File: config.mk
export PLATFORM = sky130hd
export DESIGN_NAME = seq_multiplier
export DESIGN_NICKNAME = d
export VERILOG_FILES = /design/src/rtl/mult_pkg.sv /design/src/rtl/seq_multiplier_twos_negate.sv /design/src/rtl/seq_multiplier.sv
export SDC_FILE = /design/constraint.sdc
export NUM_CORES = 1
export LEC_CHECK = 0
export ABC_AREA = 1
export CAP_MARGIN = 40
export CORE_MARGIN = 2
export CORE_UTILIZATION = 40
export CTS_CLUSTER_DIAMETER = 150
export DETAILED_ROUTE_END_ITERATION = 12
export GPL_TIMING_DRIVEN = 0
export PLACE_DENSITY = 0.58
export SLEW_MARGIN = 20
export SYNTH_ARGS = -nofsm -noshare
export SYNTH_HDL_FRONTEND = slang
export SYNTH_SLANG_ARGS = --single-unit
File: constraint.sdc
create_clock -name clk -period 10.6 [get_ports clk]
set_clock_uncertainty 0.05 [all_clocks]
set_input_delay 1.59 -clock clk [delete_from_list [all_inputs] [get_ports clk]]
set_output_delay 1.59 -clock clk [all_outputs]
set_load 0.02 [all_outputs]
File: src/rtl/mult_pkg.sv
`default_nettype none
// ============================================================================
// Module   : mult_pkg
// Brief    : Shared types and helpers for the iterative multiplier.
// Revision : 1.0 - initial release
// ============================================================================
package mult_pkg;

  typedef enum logic [1:0] {
    IDLE = 2'd0,
    BUSY = 2'd1,
    FIX  = 2'd2,
    DONE = 2'd3
  } state_t;

  localparam int DEFAULT_WIDTH = 32;

  // Bits needed to count 0..w-1 bit-steps; never less than one bit.
  function automatic int cnt_width(input int w);
    return (w <= 2) ? 1 : $clog2(w);
  endfunction

endpackage
`default_nettype wire

File: src/rtl/seq_multiplier_twos_negate.sv
`default_nettype none
// ============================================================================
// Module   : twos_negate
// Brief    : Conditional two's-complement negation (purely combinational).
// Revision : 1.0 - initial release
// ============================================================================
module twos_negate #(
  parameter int WIDTH = 32
) (
  input  logic [WIDTH-1:0] a,
  input  logic             neg,
  output logic [WIDTH-1:0] y
);

  // Negate when requested, otherwise pass the value through unchanged.
  always_comb begin
    y = neg ? (~a + 1'b1) : a;
  end

endmodule
`default_nettype wire

File: src/rtl/seq_multiplier.sv
`default_nettype none
// ============================================================================
// Module   : seq_multiplier
// Brief    : Radix-2 shift-add multiplier, one product bit per cycle, with
//            per-transaction signed/unsigned mode and valid/ready handshakes.
// Revision : 1.0 - initial release
// ============================================================================
module seq_multiplier
  import mult_pkg::*;
#(
  parameter int WIDTH = DEFAULT_WIDTH
) (
  input  logic               clk,
  input  logic               rst,
  input  logic               in_valid,
  output logic               in_ready,
  input  logic               is_signed,
  input  logic [WIDTH-1:0]   in1,
  input  logic [WIDTH-1:0]   in2,
  output logic               out_valid,
  input  logic               out_ready,
  output logic [2*WIDTH-1:0] out
);

  localparam int            CW       = cnt_width(WIDTH);
  localparam logic [CW-1:0] CNT_LAST = CW'(WIDTH - 1);

  state_t             r_state;
  logic [CW-1:0]      r_cnt;
  logic [2*WIDTH:0]   r_acc;    // extra top bit absorbs the add carry
  logic [WIDTH-1:0]   r_mcand;  // multiplicand magnitude
  logic               r_sign;   // result must be negated in FIX

  logic               w_neg1;
  logic               w_neg2;
  logic [WIDTH-1:0]   w_mag1;
  logic [WIDTH-1:0]   w_mag2;
  logic [WIDTH:0]     w_sum;
  logic [2*WIDTH-1:0] w_fixed;

  // Operands are only negated when signed mode is requested and MSB is set.
  always_comb begin
    w_neg1 = is_signed & in1[WIDTH-1];
    w_neg2 = is_signed & in2[WIDTH-1];
  end

  twos_negate #(.WIDTH(WIDTH)) u_mag_in1 (
    .a   (in1),
    .neg (w_neg1),
    .y   (w_mag1)
  );

  twos_negate #(.WIDTH(WIDTH)) u_mag_in2 (
    .a   (in2),
    .neg (w_neg2),
    .y   (w_mag2)
  );

  twos_negate #(.WIDTH(2*WIDTH)) u_sign_fix (
    .a   (r_acc[2*WIDTH-1:0]),
    .neg (r_sign),
    .y   (w_fixed)
  );

  // Upper-half partial sum; fits in WIDTH+1 bits because the top bit is clear.
  always_comb begin
    w_sum = r_acc[2*WIDTH:WIDTH] + {1'b0, r_mcand};
  end

  // Control FSM and datapath with registered handshake outputs.
  always_ff @(posedge clk or posedge rst) begin
    if (rst) begin
      r_state   <= IDLE;
      r_cnt     <= '0;
      r_acc     <= '0;
      r_mcand   <= '0;
      r_sign    <= 1'b0;
      out       <= '0;
      out_valid <= 1'b0;
      in_ready  <= 1'b1;
    end else begin
      case (r_state)
        IDLE: begin
          if (in_valid && in_ready) begin
            r_mcand  <= w_mag1;
            r_acc    <= {(WIDTH+1)'(0), w_mag2};
            r_sign   <= is_signed & (in1[WIDTH-1] ^ in2[WIDTH-1]);
            r_cnt    <= '0;
            in_ready <= 1'b0;
            r_state  <= BUSY;
          end
        end
        BUSY: begin
          // Multiplier LSB sits at acc[0]; add then shift right in one step.
          if (r_acc[0]) begin
            r_acc <= {1'b0, w_sum, r_acc[WIDTH-1:1]};
          end else begin
            r_acc <= r_acc >> 1;
          end
          if (r_cnt == CNT_LAST) begin
            r_cnt   <= '0;
            r_state <= FIX;
          end else begin
            r_cnt <= r_cnt + 1'b1;
          end
        end
        FIX: begin
          out       <= w_fixed;
          out_valid <= 1'b1;
          r_state   <= DONE;
        end
        DONE: begin
          // Product and valid hold until the consumer takes them.
          if (out_ready) begin
            out_valid <= 1'b0;
            in_ready  <= 1'b1;
            r_state   <= IDLE;
          end
        end
        default: begin
          r_state <= IDLE;
        end
      endcase
    end
  end

endmodule
`default_nettype wire

==> impl_metrics.json, run 1 <==
{
  "outcome": "completed",
  "synth_edf_count": 0,
  "antenna_found_initial": 0,
  "fin_ws_ns": 7.07,
  "final-seq-area_um2": 4260,
  "placed_cells": 2819,
  "r2r.worst_path.cells": 15,
  "yosys.area.top_type": "dfrtp_1",
  "vias_per_cell": 5.11,
  "cp-startpoint": "in2[0]",
  "rsz0062_at_grt": "no",
  "wl_per_cell_um": 17.8,
  "dieArea_um2": 35700,
  "vias": 14600,
  "gp_congestion": 0.959,
  "synth_nets": 2346,
  "seq_area_frac_synth_pct": 31.1,
  "dieWidth_um": 189,
  "r2r_end": "out[54]",
  "synth-async-reset-ratio_pct": 100,
  "synth_flop_cell": "dfrtp_1",
  "fin_crit_sh_pct": 33.3,
  "hold_violations": 0,
  "hpwlAfterDp_mm": 41.8,
  "fmax_ghz": 0.283,
  "cts_buffers": 17,
  "setup_viol": 0,
  "maxCapViolations": 0,
  "design.core.area_um2": 33600,
  "postRouteAntennaNets": 0,
  "drc": 0,
  "p_leak_nw": 8.37,
  "num-fill-cells": 3588,
  "ys_seq_elements": 170,
  "cp-endpoint": "r_acc[28]",
  "synth.area.top_cells": "dfrtp_1 31%, nand2_1 22%, inv_1 8.1%",
  "grt_overflow_total": 0,
  "cts_buffer_depth": 2,
  "syn-mean-instance-area_um2": 6.12,
  "die_h_um": 189,
  "r2r_slack_ns": 7.29,
  "htreeDepth": 4,
  "drive_gt1_share_pct": 4.66,
  "end_kind": "flop",
  "ys_warn_count": 0,
  "worstPathArrival_ns": 3.82,
  "grt_pass1_wl_mm": 78.8,
  "routed_wirelength_mm": 50.7,
  "path_clk_slew_ns": 0.08,
  "startpoint_type": "primary input",
  "place_ws_ns": 6.69,
  "final_cells": 2851,
  "ir_worst_vdd_v": 0.000140,
  "cts-hold-fix-buffers": 0,
  "rows": 67,
  "slew_violations": 0,
  "dr.pass1.iters": 5,
  "fin_nets": 2501,
  "finalCriticalPeriod_ns": 3.53,
  "clock-sinks": 170,
  "area_growth_pct": 18.7,
  "cts_setup_buffers": 0,
  "insertion_delay_ns": 0.45,
  "p_per_area_nw_per_um2": 294,
  "worstSetupPathType": "primary input to flop",
  "num_antenna_cells": 0,
  "synth.distinct_cells": 45,
  "grt_max_degree": 60,
  "grt_pass1_vias": 13600,
  "tns_ns": 0,
  "hp-class": "flop to flop",
  "cts_tree": "built",
  "post_cts_resized": 0,
  "slew_headroom_pct": 51.6,
  "grtUsageTotal_pct": 28.7,
  "synth_top_area_share_pct": 30.9,
  "port_buffers": 134,
  "tightest_slew_ns": 0.726,
  "r2r_start": "r_acc[0]",
  "synth_area_um2": 13700,
  "boundaryPins": 135,
  "syn_inst": 2235,
  "dr.first_iter.drc_count": 1251,
  "cp.required_ns": 10.90,
  "cp_max_fo": 4,
  "multi_input_area_um2": 8010,
  "ctsRootBufferMaster": "clkbuf_16",
  "start_util_pct": 40.7
}
==> where the power goes <==
| group | switching (mW) | leakage (nW) | internal, mW |
|---|---|---|---|
| clock | 0.318 | 0.279 | 0.340 |
| sequential | 0.303 | 2.14 | 0.941 |
| combinational | 1.92 | 5.95 | 0.958 |
| total | 2.54 | 8.37 | 2.24 |
==> final cells by class <==
cell class,instances,area share [%]
multi-input cells,1697,49.3
plain buffers,65,1.67
clock inverters,14,0.979
inverters,303,7.06
flip-flops and latches,170,26.2
repair buffers,136,8.60
well taps,448,3.45
clock buffers,18,2.70
==> flip-flops by register name (all words and copies together) (netlist names) <==
signal and flops:
r_acc 64, r_mcand 32, in_ready 1, r_cnt 5
r_sign 1, r_state 2, out 64, out_valid 1
==> critical path, cell delays in order <==
cell and delay [ns]:
clkdlybuf4s50_1 0.49, inv_1 0.14, ha_1 0.25, nand3_1 0.19, nor3_1 0.49, nand2_1 0.11, nand2_1 0.07, nand2_1 0.04
nand2_1 0.05, nand3_1 0.20, nand2_1 0.14, nand2_1 0.05
==> layer usage <==
metal | share of wire, % | track usage [%] | routed length [µm] | vias to the layer above
met5 | 0 | 0 | 0 | -
met4 | 2.5 | 8.32 | 1290 | 0
met3 | 6.0 | 3.41 | 3020 | 69
met2 | 42 | 43.6 | 21200 | 502
met1 | 50 | 42.9 | 25100 | 6612
li1 | - | - | - | 7385
==> how the worst min path moves through the flow <==
stage	to	slack, ns	depth (start not counted)	startpoint
global route	out[47]	0.45	2	out[47]
floorplan	r_cnt[3]	0.40	1	r_cnt[3]
global placement	r_cnt[3]	0.41	1	r_cnt[3]
detailed placement	out[28]	0.42	2	out[28]
finish	out[58]	0.43	2	out[58]
CTS	r_cnt[3]	0.43	1	r_cnt[3]
==> cells in the final DEF (no fill, tap or decap), types with 13 or more instances in the layout <==
master           instances
ha_1                    41
dfrtp_1                169
clkdlybuf4s50_1        134
nor3_1                  20
inv_1                  293
clkbuf_1                35
nand4_1                 22
o21ai_0                117
nor2_2                  13
nand2_1                817
xor2_1                  36
buf_2                   22
clkbuf_16               17
nor2_1                 223
nand3_1                206
a21oi_1                 96
==> synthesized netlist by cell type, types with 22 or more instances <==
master,instances
nand2_1,817
xor2_1,36
o21ai_0,117
a21oi_1,96
ha_1,41
nand4_1,22
inv_1,294
buf_2,22
dfrtp_1,169
clkbuf_1,35
nor2_1,223
nand3_1,206
==> cells by family (layout without fill, tap and decap cells) <==
family / after synthesis / in the layout / share of synthesized area [%]
AO/OA/AOI/OAI: 268 / 268 / 10.6
buffers and inverters: 368 / 536 / 10.3
adder cells (fa/ha/maj): 42 / 42 / 3.90
flip-flops: 170 / 170 / 31.1
AND/OR/NAND/NOR: 1341 / 1341 / 41.1
XOR/XNOR: 46 / 46 / 2.95
==> stage by stage <==
step | power [mW] | instance area [µm²] | util [%] | hold WS, ns
floorplan | 3.02 | 13700 | - | 0.397
global placement | 4.06 | 15600 | 46.3 | 0.411
detailed placement | 4.09 | 15600 | 46.5 | 0.417
CTS | 4.76 | 16200 | 48.3 | 0.434
global route | 5.17 | 16200 | 48.3 | 0.452
finish | 4.78 | 16200 | 48.3 | 0.430
Note: power is estimated with default switching activity, not from simulation.
==> run 2, diff against run 1 <==
--- a/config.mk
+++ b/config.mk
@@ -12,7 +12,7 @@
 export CTS_CLUSTER_DIAMETER = 150
 export DETAILED_ROUTE_END_ITERATION = 12
 export GPL_TIMING_DRIVEN = 0
-export PLACE_DENSITY = 0.58
+export PLACE_DENSITY = 0.61
 export SLEW_MARGIN = 20
 export SYNTH_ARGS = -nofsm -noshare
 export SYNTH_HDL_FRONTEND = slang
==> constraint.sdc (replaced) <==
create_clock -name clk -period 3 [get_ports clk]
set_clock_uncertainty 0.05 [all_clocks]
set_input_delay 0.45 -clock clk [delete_from_list [all_inputs] [get_ports clk]]
set_output_delay 0.45 -clock clk [all_outputs]
set_load 0.02 [all_outputs]
==> run 2 against run 1 <==
Compared with the run above: routed wire length fell by 2.5%; clock-buffer cell count rose by 4; sequential power rose to 3.5 times the previous value; clock power rose to 3.6 times the previous value; worst setup slack got worse by 6.8 ns; global-route usage fell by 0.39 points; non-clock buffer count rose by 2; largest cell class unchanged; critical path depth rose by 2; flip-flop and latch count did not move; register-to-register slack got worse by 7.0 ns; largest power group unchanged; combinational power rose to 3.5 times the previous value.
==> impl_metrics.json, run 2 (same netlist as run 1, synthesis figures left out) <==
{
  "slew_violations": 0,
  "grt_max_degree": 35,
  "mostFrequentLayoutCell": "nand2_1",
  "startpoint_type": "flop",
  "design.core.area_um2": 33600,
  "start_util_pct": 40.7,
  "cts_buffers": 17,
  "num_antenna_cells": 0,
  "maxCapViolations": 0,
  "wl_per_cell_um": 17.3,
  "fin_nets": 2503,
  "reg_top3": "out: 64 flops, r_acc: 64 flops, r_mcand: 32 flops",
  "grt_pass1_wl_mm": 78.2,
  "fin_ws_ns": 0.297,
  "cp_max_fo": 19,
  "place_ws_ns": -0.247,
  "area_growth_pct": 19.3,
  "grt_pass1_vias": 14000,
  "crit_top_cell": "nand2_1",
  "insertion_delay_ns": 0.46,
  "dr.pass1.iters": 6,
  "postRouteAntennaNets": 0,
  "drc": 0,
  "p_per_area_nw_per_um2": 1040,
  "r2r_slack_ns": 0.30,
  "cts_buffer_depth": 2,
  "tightest_slew_ns": 0.809,
  "vias_per_cell": 5.16,
  "grt_overflow_total": 0,
  "antenna_found_initial": 0,
  "dieWidth_um": 189,
  "hp-class": "primary input to async pin",
  "cp.required_ns": 3.29,
  "p_leak_nw": 8.40,
  "final_cell_mix": "817 x nand2_1, 293 x inv_1, 223 x nor2_1",
  "postLayoutCellArea_um2": 16300,
  "hold_ws_ns": 0.422,
  "placed_cells": 2822,
  "cts_tree": "built",
  "worstSetupPathType": "flop to flop",
  "vias": 14700,
  "gp_congestion": 0.947,
  "clock-sinks": 170,
  "grtUsageTotal_pct": 28.4,
  "die_h_um": 189,
  "boundaryPins": 135,
  "end_kind": "flop",
  "tns_ns": 0,
  "htreeDepth": 4,
  "rows": 67,
  "dr.first_iter.drc_count": 1185,
  "routed_wirelength_mm": 49.4,
  "hold_violations": 0,
  "fin_crit_sh_pct": 90.1,
  "slowest_delay_ns": 0.47,
  "cts_setup_buffers": 0,
  "path_clk_slew_ns": 0.08,
  "cpMaxStageDelayCell": "dfrtp_1",
  "finalCriticalPeriod_ns": 2.70,
  "drive_gt1_share_pct": 4.78,
  "place_area_um2": 15700,
  "final_cells": 2853,
  "worstPathArrival_ns": 3.00,
  "slew_headroom_pct": 46.1,
  "port_buffers": 134,
  "hpwlAfterDp_mm": 40.9,
  "setup_viol": 0,
  "ir_worst_vdd_v": 0.000488,
  "ctsRootBufferMaster": "clkbuf_16",
  "fmax_ghz": 0.370,
  "outcome": "completed",
  "rsz0062_at_grt": "no",
  "crit_chain": "inv_1, clkbuf_4, ha_1, nand3_2, inv_1, nand2_1, nor2_2, nand2_1, nand2_1, nand2_1, nand2_1, nand2_1, nand2_1, nand2_1",
  "dieArea_um2": 35700
}
run 2: repair_timing:
item / 4_1_cts / 5_1_grt
resized for setup: 0 / 1
cloned: 0 / 0
setup endpoints to repair: 16 / 2
hold buffers: 0 / 0
run 2: critical path: cells and delay by family, from the launching register on:
kind / cells / cell delay [ns]
adders and majority gates: 1 / 0.30
DFF: 1 / 0.47
buffers and inverters: 3 / 0.70
and+or+nand+nor: 10 / 1.07
run 2: metrics by stage:
stage,power (mW),util (%)
2_1_floorplan,10.7,-
3_3_place_gp,14.2,46.3
3_5_place_dp,14.4,46.7
4_1_cts,16.8,48.5
5_1_grt,18.3,48.5
6_report,16.9,48.5
run 2: path summary, 6_finish.rpt:
| check | endpoint | startpoint | depth (start not counted) |
|---|---|---|---|
| max reg2reg | out[54] | r_acc[0] | 14 |
| min in group clk | out[50] | out[50] | 2 |
| max in group asynchronous | r_acc[7] | rst | 4 |
| max | out[54] | r_acc[0] | 14 |
| min | r_acc[56] | rst | 2 |
| min reg2reg | out[50] | out[50] | 2 |
run 2: final cells by class:
cell class              instances  area, µm²
plain buffers                  64        270
clock buffers                  22        494
clock inverters                10        130
fillers                      3555      17300
inverters                     303       1140
multi-input cells            1697       8010
flip-flops and latches        170       4260
well taps                     448        561
repair buffers                139       1450
run 2: report_power, final:
group / leakage [nW] / switching [mW] / internal (mW)
registers: 2.14 / 1.08 / 3.33
clock network: 0.295 / 1.04 / 1.35
logic: 5.96 / 6.71 / 3.39
run 2: metal layers:
metal,up-vias,global-route usage (%),wire [µm]
li1,7370,-,-
met5,-,0,0
met4,0,8.95,1340
met1,6739,41.7,23900
met3,76,4.39,3410
met2,544,42.6,20700
